## src/rtl/reward_pkg.sv

```systemverilog
// Shared types and constants for the multi-slot reward sprite engine.
// Sprite indices, reward type codes, palette colours and slot states.
package reward_pkg;

    typedef enum logic [2:0] {
        SPR_PROTECT = 3'd0,
        SPR_ADDTIME = 3'd1,
        SPR_FASTER  = 3'd2,
        SPR_FROZEN  = 3'd3,
        SPR_LASER   = 3'd4
    } spr_e;

    typedef enum logic [1:0] {
        SLOT_FREE  = 2'd0,
        SLOT_LIVE  = 2'd1,
        SLOT_BLINK = 2'd2
    } slot_e;

    localparam logic [2:0] TYPE_BONUS  = 3'd1;
    localparam logic [2:0] TYPE_FASTER = 3'd2;
    localparam logic [2:0] TYPE_FROZEN = 3'd3;
    localparam logic [2:0] TYPE_LASER  = 3'd4;

    localparam logic [11:0] COL_PROTECT = 12'h0FF;
    localparam logic [11:0] COL_FASTER  = 12'h0F0;
    localparam logic [11:0] COL_FROZEN  = 12'h00F;
    localparam logic [11:0] COL_LASER   = 12'hF00;
    localparam logic [11:0] COL_BLINK   = 12'hFF0;
    localparam logic [11:0] COL_WHITE   = 12'hFFF;

    // Type 1 is mode dependent; classic takes priority when both are set.
    function automatic spr_e type_spr(input logic [2:0] t, input logic inf);
        spr_e s;
        s = SPR_PROTECT;
        case (t)
            TYPE_BONUS:  s = inf ? SPR_ADDTIME : SPR_PROTECT;
            TYPE_FASTER: s = SPR_FASTER;
            TYPE_FROZEN: s = SPR_FROZEN;
            TYPE_LASER:  s = SPR_LASER;
            default:     s = SPR_PROTECT;
        endcase
        return s;
    endfunction

    function automatic logic [11:0] spr_color(input spr_e s);
        logic [11:0] c;
        c = COL_PROTECT;
        case (s)
            SPR_FASTER: c = COL_FASTER;
            SPR_FROZEN: c = COL_FROZEN;
            SPR_LASER:  c = COL_LASER;
            default:    c = COL_PROTECT;
        endcase
        return c;
    endfunction

endpackage

```

## src/rtl/reward_sprite_rom.sv

```systemverilog
// Combined 1-bit sprite ROM for all five reward pictures.
// Address is {sprite_idx, row*SPRITE+col}; read data appears one cycle later.
module reward_sprite_rom
    import reward_pkg::*;
#(
    parameter int SPRITE = 24,
    parameter int AW     = 10
) (
    input  logic          clk,
    input  logic [AW+2:0] addr_i,
    output logic          bit_o
);

    logic bit_d;
    logic bit_q;
    int   a;
    int   r;
    int   c;

    // Procedural pictures: border, plus, stripes, checker, bars.
    always_comb begin
        a = int'(addr_i[AW-1:0]);
        r = a / SPRITE;
        c = a % SPRITE;
        bit_d = 1'b0;
        case (addr_i[AW+2:AW])
            SPR_PROTECT: bit_d = (r == 0) || (r == SPRITE-1) ||
                                 (c == 0) || (c == SPRITE-1);
            SPR_ADDTIME: bit_d = (c >= SPRITE/2-2 && c < SPRITE/2+2) ||
                                 (r >= SPRITE/2-2 && r < SPRITE/2+2);
            SPR_FASTER:  bit_d = ((r + c) % 4) < 2;
            SPR_FROZEN:  bit_d = ((r/2 + c/2) % 2) == 1;
            SPR_LASER:   bit_d = (r % 8) < 4;
            default:     bit_d = 1'b0;
        endcase
    end

    // Synchronous read register.
    always_ff @(posedge clk) begin
        bit_q <= bit_d;
    end

    assign bit_o = bit_q;

endmodule

```

## src/rtl/reward_sprite_engine.sv

```systemverilog
// Multi-slot reward sprite engine: slot lifetimes plus 2-cycle VGA render.
// Optional macro REWARD_COLOR_EN enables the per-type palette and blink colour.
module reward_sprite_engine
    import reward_pkg::*;
#(
    parameter  int N_SLOTS      = 4,
    parameter  int GRID_W       = 5,
    parameter  int PITCH        = 20,
    parameter  int ORIGIN       = 80,
    parameter  int SPRITE       = 24,
    parameter  int LIFE_FRAMES  = 600,
    parameter  int BLINK_FRAMES = 120,
    parameter  int BLINK_DIV    = 8,
    localparam int SW = (N_SLOTS > 1) ? $clog2(N_SLOTS) : 1
) (
    input  logic               clk,
    input  logic               rst,
    input  logic               frame_tick,
    input  logic               enable_reward,
    input  logic               enable_game_classic,
    input  logic               enable_game_infinity,
    input  logic               spawn_valid,
    output logic               spawn_ready,
    input  logic [GRID_W-1:0]  spawn_xpos,
    input  logic [GRID_W-1:0]  spawn_ypos,
    input  logic [2:0]         spawn_type,
    input  logic               collect_valid,
    input  logic [SW-1:0]      collect_slot,
    input  logic [10:0]        VGA_xpos,
    input  logic [10:0]        VGA_ypos,
    output logic [11:0]        VGA_data,
    output logic               pixel_hit,
    output logic [N_SLOTS-1:0] slot_active,
    output logic               expired_pulse
);

    localparam int HALF = SPRITE / 2;
    localparam int AW   = $clog2(SPRITE * SPRITE);
    localparam int LW   = $clog2(LIFE_FRAMES + 1);

    typedef logic [LW-1:0] life_t;

    slot_e             state_q [N_SLOTS];
    slot_e             state_d [N_SLOTS];
    life_t             life_q  [N_SLOTS];
    life_t             life_d  [N_SLOTS];
    logic [2:0]        type_q  [N_SLOTS];
    logic [2:0]        type_d  [N_SLOTS];
    logic [GRID_W-1:0] xg_q    [N_SLOTS];
    logic [GRID_W-1:0] xg_d    [N_SLOTS];
    logic [GRID_W-1:0] yg_q    [N_SLOTS];
    logic [GRID_W-1:0] yg_d    [N_SLOTS];
    logic              expired_q, expired_d;

    logic              spawn_rdy;
    logic [SW-1:0]     spawn_sel;
    logic              spawn_ok;
    logic              age;
    logic              inf;

    logic              hit_d, hit_q;
    logic [11:0]       fg_d, fg_q;
    spr_e              idx_d;
    logic [AW-1:0]     addr_d;
    logic              rom_bit;
    logic [11:0]       vga_q;
    logic              pix_q;

    assign age = frame_tick && enable_reward;
    assign inf = enable_game_infinity && !enable_game_classic;
    assign spawn_ok = spawn_valid && spawn_rdy &&
                      (spawn_type >= TYPE_BONUS) &&
                      (spawn_type <= TYPE_LASER);

    // Lowest-index free slot; a slot freed this cycle is not yet free.
    always_comb begin
        spawn_rdy = 1'b0;
        spawn_sel = '0;
        for (int i = N_SLOTS - 1; i >= 0; i--) begin
            if (state_q[i] == SLOT_FREE) begin
                spawn_rdy = 1'b1;
                spawn_sel = SW'(i);
            end
        end
    end

    // Per-slot FSM next state: spawn, collect, ageing and expiry.
    always_comb begin : slot_next
        logic coll;
        coll = 1'b0;
        expired_d = 1'b0;
        for (int i = 0; i < N_SLOTS; i++) begin
            state_d[i] = state_q[i];
            life_d[i]  = life_q[i];
            type_d[i]  = type_q[i];
            xg_d[i]    = xg_q[i];
            yg_d[i]    = yg_q[i];
            coll = collect_valid && (collect_slot == SW'(i));
            case (state_q[i])
                SLOT_FREE: begin
                    if (spawn_ok && spawn_sel == SW'(i)) begin
                        life_d[i]  = life_t'(LIFE_FRAMES);
                        type_d[i]  = spawn_type;
                        xg_d[i]    = spawn_xpos;
                        yg_d[i]    = spawn_ypos;
                        state_d[i] = (LIFE_FRAMES <= BLINK_FRAMES) ?
                                     SLOT_BLINK : SLOT_LIVE;
                    end
                end
                SLOT_LIVE, SLOT_BLINK: begin
                    if (coll) begin
                        state_d[i] = SLOT_FREE;
                    end else if (age) begin
                        if (life_q[i] == life_t'(1)) begin
                            state_d[i] = SLOT_FREE;
                            expired_d  = 1'b1;
                        end else begin
                            life_d[i] = life_q[i] - life_t'(1);
                            if (life_d[i] <= life_t'(BLINK_FRAMES))
                                state_d[i] = SLOT_BLINK;
                        end
                    end
                end
                default: state_d[i] = SLOT_FREE;
            endcase
        end
    end

    // Slot state registers.
    always_ff @(posedge clk) begin
        if (rst) begin
            for (int i = 0; i < N_SLOTS; i++) begin
                state_q[i] <= SLOT_FREE;
                life_q[i]  <= '0;
                type_q[i]  <= '0;
                xg_q[i]    <= '0;
                yg_q[i]    <= '0;
            end
            expired_q <= 1'b0;
        end else begin
            for (int i = 0; i < N_SLOTS; i++) begin
                state_q[i] <= state_d[i];
                life_q[i]  <= life_d[i];
                type_q[i]  <= type_d[i];
                xg_q[i]    <= xg_d[i];
                yg_q[i]    <= yg_d[i];
            end
            expired_q <= expired_d;
        end
    end

    // Stage 0: hit test, lowest-index winner, ROM address and colour.
    always_comb begin : render_s0
        logic [11:0] xp, yp, xc, yc, xl, yl, ox, oy;
        logic        in_x, in_y, won, odd;
        xp = {1'b0, VGA_xpos};
        yp = {1'b0, VGA_ypos};
        xc = '0; yc = '0; xl = '0; yl = '0; ox = '0; oy = '0;
        in_x = 1'b0; in_y = 1'b0; won = 1'b0; odd = 1'b0;
        hit_d  = 1'b0;
        idx_d  = SPR_PROTECT;
        addr_d = '0;
        fg_d   = '0;
        for (int i = 0; i < N_SLOTS; i++) begin
            xc = 12'(xg_q[i]) * 12'(PITCH) + 12'(ORIGIN);
            yc = 12'(yg_q[i]) * 12'(PITCH) + 12'(ORIGIN);
            xl = (xc >= 12'(HALF)) ? xc - 12'(HALF) : 12'd0;
            yl = (yc >= 12'(HALF)) ? yc - 12'(HALF) : 12'd0;
            in_x = (xp > xl) && (xp <= xc + 12'(HALF));
            in_y = (yp > yl) && (yp <= yc + 12'(HALF));
            if (!won && state_q[i] != SLOT_FREE && in_x && in_y) begin
                won = 1'b1;
                odd = ((int'(life_q[i]) / BLINK_DIV) % 2) == 1;
                hit_d = enable_reward &&
                        !(state_q[i] == SLOT_BLINK && odd);
                ox = xp + 12'(HALF - 1) - xc;
                oy = yp + 12'(HALF - 1) - yc;
                addr_d = AW'(ox + oy * 12'(SPRITE));
                idx_d = type_spr(type_q[i], inf);
`ifdef REWARD_COLOR_EN
                fg_d = (state_q[i] == SLOT_BLINK) ?
                       COL_BLINK : spr_color(idx_d);
`else
                fg_d = COL_WHITE;
`endif
            end
        end
    end

    // Stage 0/1 boundary: hit and colour travel alongside the ROM read.
    always_ff @(posedge clk) begin
        if (rst) begin
            hit_q <= 1'b0;
            fg_q  <= '0;
        end else begin
            hit_q <= hit_d;
            fg_q  <= fg_d;
        end
    end

    reward_sprite_rom #(
        .SPRITE (SPRITE),
        .AW     (AW)
    ) u_rom (
        .clk    (clk),
        .addr_i ({idx_d, addr_d}),
        .bit_o  (rom_bit)
    );

    // Stage 2: final colour register.
    always_ff @(posedge clk) begin
        if (rst) begin
            vga_q <= '0;
            pix_q <= 1'b0;
        end else begin
            pix_q <= hit_q && rom_bit;
            vga_q <= (hit_q && rom_bit) ? fg_q : 12'h000;
        end
    end

    always_comb begin
        for (int i = 0; i < N_SLOTS; i++)
            slot_active[i] = (state_q[i] != SLOT_FREE);
    end

    assign spawn_ready   = spawn_rdy;
    assign VGA_data      = vga_q;
    assign pixel_hit     = pix_q;
    assign expired_pulse = expired_q;

endmodule

```

## config.mk

```make
export PLATFORM = sky130hd
export DESIGN_NAME = reward_sprite_engine
export DESIGN_NICKNAME = d
export VERILOG_FILES = /design/src/rtl/reward_pkg.sv /design/src/rtl/reward_sprite_rom.sv /design/src/rtl/reward_sprite_engine.sv
export SDC_FILE = /design/constraint.sdc
export NUM_CORES = 1
export LEC_CHECK = 0
export ABC_AREA = 1
export BUFFER_PORTS_ARGS = -buffer_cell sky130_fd_sc_hd__buf_4
export CORE_MARGIN = 1.5
export CORE_UTILIZATION = 64
export DETAILED_ROUTE_END_ITERATION = 8
export HOLD_SLACK_MARGIN = 0.08
export PLACE_DENSITY = 0.88
export SYNTH_ARGS = -nofsm -noshare
export SYNTH_HDL_FRONTEND = slang
export SYNTH_SLANG_ARGS = --single-unit
export TNS_END_PERCENT = 5
```

## constraint.sdc

```tcl
create_clock -name clk -period 15.35 [get_ports clk]
set_clock_uncertainty 0.2 [all_clocks]
set_input_delay 0.7675 -clock clk [delete_from_list [all_inputs] [get_ports clk]]
set_output_delay 0.7675 -clock clk [all_outputs]
set_load 0.01 [all_outputs]
```

; ---- Word-level counts from Yosys, hierarchy flattened
; Memories as Yosys holds them, arrays and structs flattened.
; Cells that the tools add are included.
[totals]
regBits = 28
latch_bits = 0
ramBits = 100
mem_bits_ro = 0
in_bits = 45
word_cells = 397
mem_count = 5
[classes]
n_addsub = 46
n_mul = 12
n_div = 2
order_cmp = 36
n_eq_ne = 41
shift = 0
n_mux = 148
bitwise_logic = 26
reduce_logical = 75
[memory_table]
columns = memory, words, width, rd, rd_clocked_by_memory_dff, write_ports, line_no
row1 = life_q, 4, 10, 4, 0, 4, reward_sprite_engine.sv:45  ; life_t life_q [N_SLOTS];
row2 = xg_q, 4, 5, 4, 0, 4, reward_sprite_engine.sv:49  ; logic [GRID_W-1:0] xg_q [N_SLOTS];
row3 = yg_q, 4, 5, 4, 0, 4, reward_sprite_engine.sv:51  ; logic [GRID_W-1:0] yg_q [N_SLOTS];
row4 = type_q, 4, 3, 4, 0, 4, reward_sprite_engine.sv:47  ; logic [2:0] type_q [N_SLOTS];
row5 = state_q, 4, 2, 4, 0, 4, reward_sprite_engine.sv:43  ; slot_e state_q [N_SLOTS];
[op_table]
columns = operator, n
row1 = $mux 10, 24
row2 = $mux 12, 12
row3 = $mux 5, 24
row4 = $add 11x4->12 const B, 9
row5 = $gt 11x12->1, 8
row6 = $le 11x12->1, 8
row7 = $sub 11x4->12 const B, 8
row8 = $add 10x7->11 const B, 8
row9 = $ge 11x4->1 const B, 8
row10 = $pmux 10 s2, 4
row11 = $add 32x1->32, 2
row12 = $add 32x32->32, 2
row13 = $eq 32x6->1 const B, 2
row14 = $ge 32x5->1 const B, 2
row15 = $logic_not 32->1, 2
row16 = $lt 32x5->1 const B, 2
row17 = $mul 5x3->8 const B, 8
row18 = $mux 2, 28
row19 = $mul 12x2->7 const B, 4
row20 = $mux 3, 16
row21 = $pmux 3 s4, 4
row22 = $sub 12x11->12, 4
row23 = $logic_and 1x1->1, 43
row24 = $add 10x10->10, 4
row25 = other kinds (29), 150

; ---- Depth between registers and ports, before layout
; An unclocked memory read counts as a cell.
[depth]
word_depth = 32
depth_mapped = 65

; ---- Modules after synthesis
; Synthesis repeated with hierarchy kept, for this count alone.
[hier_totals]
hier_cells = 2719
hier_area_um2 = 18048.6
[modules_own_cells]
columns = module, instances, cells_each, area_each_um2, seq_area_each_um2
row1 = reward_sprite_engine, 1, 2547, 17015.1, 2102.0
row2 = reward_sprite_rom, 1, 172, 1033.5, 20.0

; ---- Least setup slack after synthesis
; Ideal clock, no wire load.
[synth_path]
kind = input-to-reg
start = in VGA_ypos[0]
end = reg u_rom.bit_q, in the netlist u_rom.bit_o
setup_ns = 0.113
t_arrival_ns = 7.421
slack_ns = 7.616
cell_stages = 45
path_cell_list = inv_1 > ha_1 > buf_2 > inv_2 > nand2_1 > nand2_1 > ha_1 > fa_1 > inv_1 > ha_1 > nand2_1 > nand2_1 > a31oi_1 > xor2_1 > inv_1 > fa_1 > ha_1 > nand2_1 > (+9 left out) > nand3b_1 > nand2_1 > nand3_2 > nand2_1 > nand2_1 > inv_2 > nand2_1 > a21oi_2 > nor2_4 > nand3_4 > nand2_2 > nand3_4 > nand4_4 > ha_1 > ha_1 > a22o_1 > nor2_1 > nand2_1
[synth_via]
elab_chain_cells = 26
elab_cells_between_ends = 85
[synth_lines]
columns = element, line_no
row1 = "start, declared", reward_sprite_engine.sv:30  ; input logic [10:0] VGA_ypos,
row2 = branches (longest 25 deep; another with $div 11x6->32), --
row3 = $pmux 1 s5 (*), reward_sprite_rom.sv:26  ; case (addr_i[AW+2:AW])
row4 = named net u_rom.bit_d, reward_sprite_rom.sv:14  ; logic bit_d;
row5 = "end signal, assigned", reward_sprite_rom.sv:40  ; bit_q <= bit_d;
row6 = "end, declared", reward_sprite_rom.sv:15  ; logic bit_q;
; Mark *: on every way through the listed nets, which the timed path passes.
; A chain may end at the register's enable or synchronous reset.

; ---- Worst setup path in the final report
; Same ends and word-level chain as after synthesis.

==> impl_metrics.ini <==
[floorplan]
dieArea_sq_mm = 0.0292
fp.dieH_um = 171
boundaryPins = 64
rows = 61
initial_core_util = 0.649
core_region_area_sq_mm = 0.0278
die_w_um = 171

[finish]
final_common_cell = nand2_1
fin_cells = 3142
syn2layout_area_growth_pct = 6.18
final_cell_mix = 572 x nand2_1, 414 x inv_1, 328 x ha_1
multi_input_area_sq_mm = 0.0141
nNetsFinal = 3171
drive_gt1_frac = 0.0586
final_cell_area_sq_mm = 0.0192
fillers = 2398
regArea_sq_mm = 0.00212

[clock_network]
cts.clk_slew.worst_paths_ns = 0.08
cts_sinks = 106
post_cts_resized = 0
max-clock-path-buffers = 2
cts-buffers-inserted = 9
hold_buffers = 0
htree_num_levels = 3
cts_root_buffer = clkbuf_16
postCtsSetupRepairBufs = 0
cts_tree = built
worstSkewPairLatency_ns = 0.37

[worst_setup_path]
worst-setup-path-type = in2reg
worst_setup_path_start_kind = primary input
critPathSlowestCell = fa_1
critPathArrivalTime_ns = 8.90
cp_slowest_stage_delay_ns = 0.46
worstPathMaxFanout = 20
endpoint_kind = flip-flop
required_ns = 15.42
cp_common_cell = nand2_1

[placement]
hpwl_mm = 42.8
gp_congestion = 1.05
dp_slack_ns = 6.37
placed_area_sq_mm = 0.0188
dp.cells = 3125
port_buffers = 63

[yosys]
syn-mean-instance-area_sq_um = 6.66
ys_warn_count = 0
synth_ff_type = dfxtp_1
seq_area_frac_synth = 0.118
syn-cell-area_sq_mm = 0.0180
synth_seq_cells = 106
synth_edf_count = 0
synth_cell_types = 65
synth-async-reset-ratio = 0
syn_inst = 2711

[sta]
fmax_mhz = 113
rsz0062_at_grt = no
maxSlewViolCount = 0
period_minus_slack_ns = 8.83
fin_ws_ns = 6.52
slew_headroom = 0.113
tns_ns = 0
setup_viol = 0
hold_violations = 0
worst_slew_pin_slew_ns = 1.32
fin_crit_sh = 0.575

[run_status]
status = complete, no violations

[global_route]
grt_pass1_vias = 17400
grt_pass1_wl_mm = 84.1
grt_usage = 0.363
grt_max_degree = 50
antenna_found_initial = 1
grt.overflow.total = 0

[detailed_routing]
num_vias = 18600
via_per_inst = 5.93
detail_route.wl_per_cell_um = 16.9
drt.antenna.violating_nets = 0
drc = 0
drt-pass1-iter-count = 6
wirelength_mm = 53.2
drt-initial-drc-count = 1552

[power]
vdd_drop_max_mv = 0.121
power_density_mw_per_mm2 = 146
power_leakage_uw = 0.0100
power_uw = 2800

[min_path]
min_path_type = reg2reg

[flow_run]
maxCapViolCount = 0
-- final cells by class --
class	instances	area share
multi-input cells	2147	0.738
repair buffers	66	0.0259
flip-flops and latches	106	0.111
diodes	1	0.000131
clock buffers	9	0.0118
clock inverters	7	0.00477
well taps	378	0.0247
inverters	428	0.0843
-- cell families (layout without fill, tap and decap cells) --
| group | count (synthesis) | after routing | synth area share |
|---|---|---|---|
| other cells | 2 | 10 | 0.000416 |
| xor+xnor | 160 | 160 | 0.0789 |
| buf+inv | 465 | 510 | 0.100 |
| flops | 106 | 106 | 0.118 |
| simple gates | 1170 | 1170 | 0.293 |
| compound gates | 440 | 440 | 0.138 |
| fa+ha+maj | 368 | 368 | 0.272 |
-- flip-flops by register name, summed over array words and instances, names as in the netlist --
name,count
VGA_data,1
expired_pulse,1
fg_q,1
hit_q,1
life_q,40
pixel_hit,1
state_q,8
type_q,12
u_rom.bit_o,1
xg_q,20
yg_q,20
-- per-layer routing --
layer | share of wire | track usage
met5 | 0 | 0
met4 | 0.058 | 0.201
met3 | 0.087 | 0.0585
met2 | 0.46 | 0.608
met1 | 0.40 | 0.444
-- synthesized netlist by cell type (4+ instances only) --
| cell type | instances | area share |
|---|---|---|
| o21bai_1 | 10 | 0.0042 |
| ha_1 | 328 | 0.23 |
| or2_2 | 9 | 0.0031 |
| dfxtp_1 | 106 | 0.12 |
| a22oi_1 | 9 | 0.0037 |
| nor2_4 | 4 | 0.0025 |
| a211oi_1 | 10 | 0.0042 |
| a21oi_1 | 207 | 0.057 |
| xor2_1 | 107 | 0.052 |
| nor2_1 | 231 | 0.048 |
| nor3_1 | 40 | 0.011 |
| clkbuf_1 | 20 | 0.0042 |
| nand4_1 | 65 | 0.023 |
| nand2_1 | 572 | 0.12 |
| a21o_1 | 8 | 0.0033 |
| nand3_1 | 153 | 0.042 |
| o211ai_1 | 11 | 0.0046 |
| nand3b_1 | 25 | 0.010 |
| fa_1 | 40 | 0.044 |
| a31oi_1 | 13 | 0.0045 |
| buf_4 | 11 | 0.0046 |
| inv_1 | 414 | 0.086 |
| o21ai_0 | 130 | 0.036 |
| nand3_4 | 6 | 0.0058 |
| a221oi_1 | 12 | 0.0058 |
| nand2_2 | 21 | 0.0073 |
| inv_2 | 9 | 0.0019 |
| nand3_2 | 8 | 0.0044 |
| o31ai_1 | 5 | 0.0021 |
| nor2_2 | 7 | 0.0024 |
| xnor2_1 | 51 | 0.025 |
| or2_1 | 4 | 0.0014 |
| nor4_1 | 10 | 0.0035 |
-- per-stage QoR --
| step | hold slack, ns | utilization |
|---|---|---|
| floorplan | 0.219 | - |
| global placement | 0.243 | 0.678 |
| detailed placement | 0.246 | 0.678 |
| CTS | 0.265 | 0.689 |
| global route | 0.295 | 0.689 |
| finish | 0.263 | 0.690 |
-- worst paths after layout --
path	start	cells past startpoint	to	slack (ns)
min reg2reg	u_rom.bit_o	2	pixel_hit	0.26
min	u_rom.bit_o	2	pixel_hit	0.26
max	VGA_ypos[0]	50	u_rom.bit_o	6.52
max reg2reg	xg_q[3][1]	52	u_rom.bit_o	6.81
-- critical path, delay by kind of cell --
kind | cells | cell delay [ns]
xor+xnor | 2 | 0.42
simple gates | 28 | 3.10
buf+inv | 8 | 1.04
compound gates | 5 | 1.10
fa+ha+maj | 7 | 2.46
-- power breakdown --
| group | switching, uW | total, uW | internal [uW] |
|---|---|---|---|
| Sequential | 50.3 | 373 | 322 |
| Combinational | 1360 | 2170 | 814 |
| Clock | 136 | 254 | 119 |
Power figures use the tool's default switching activity.
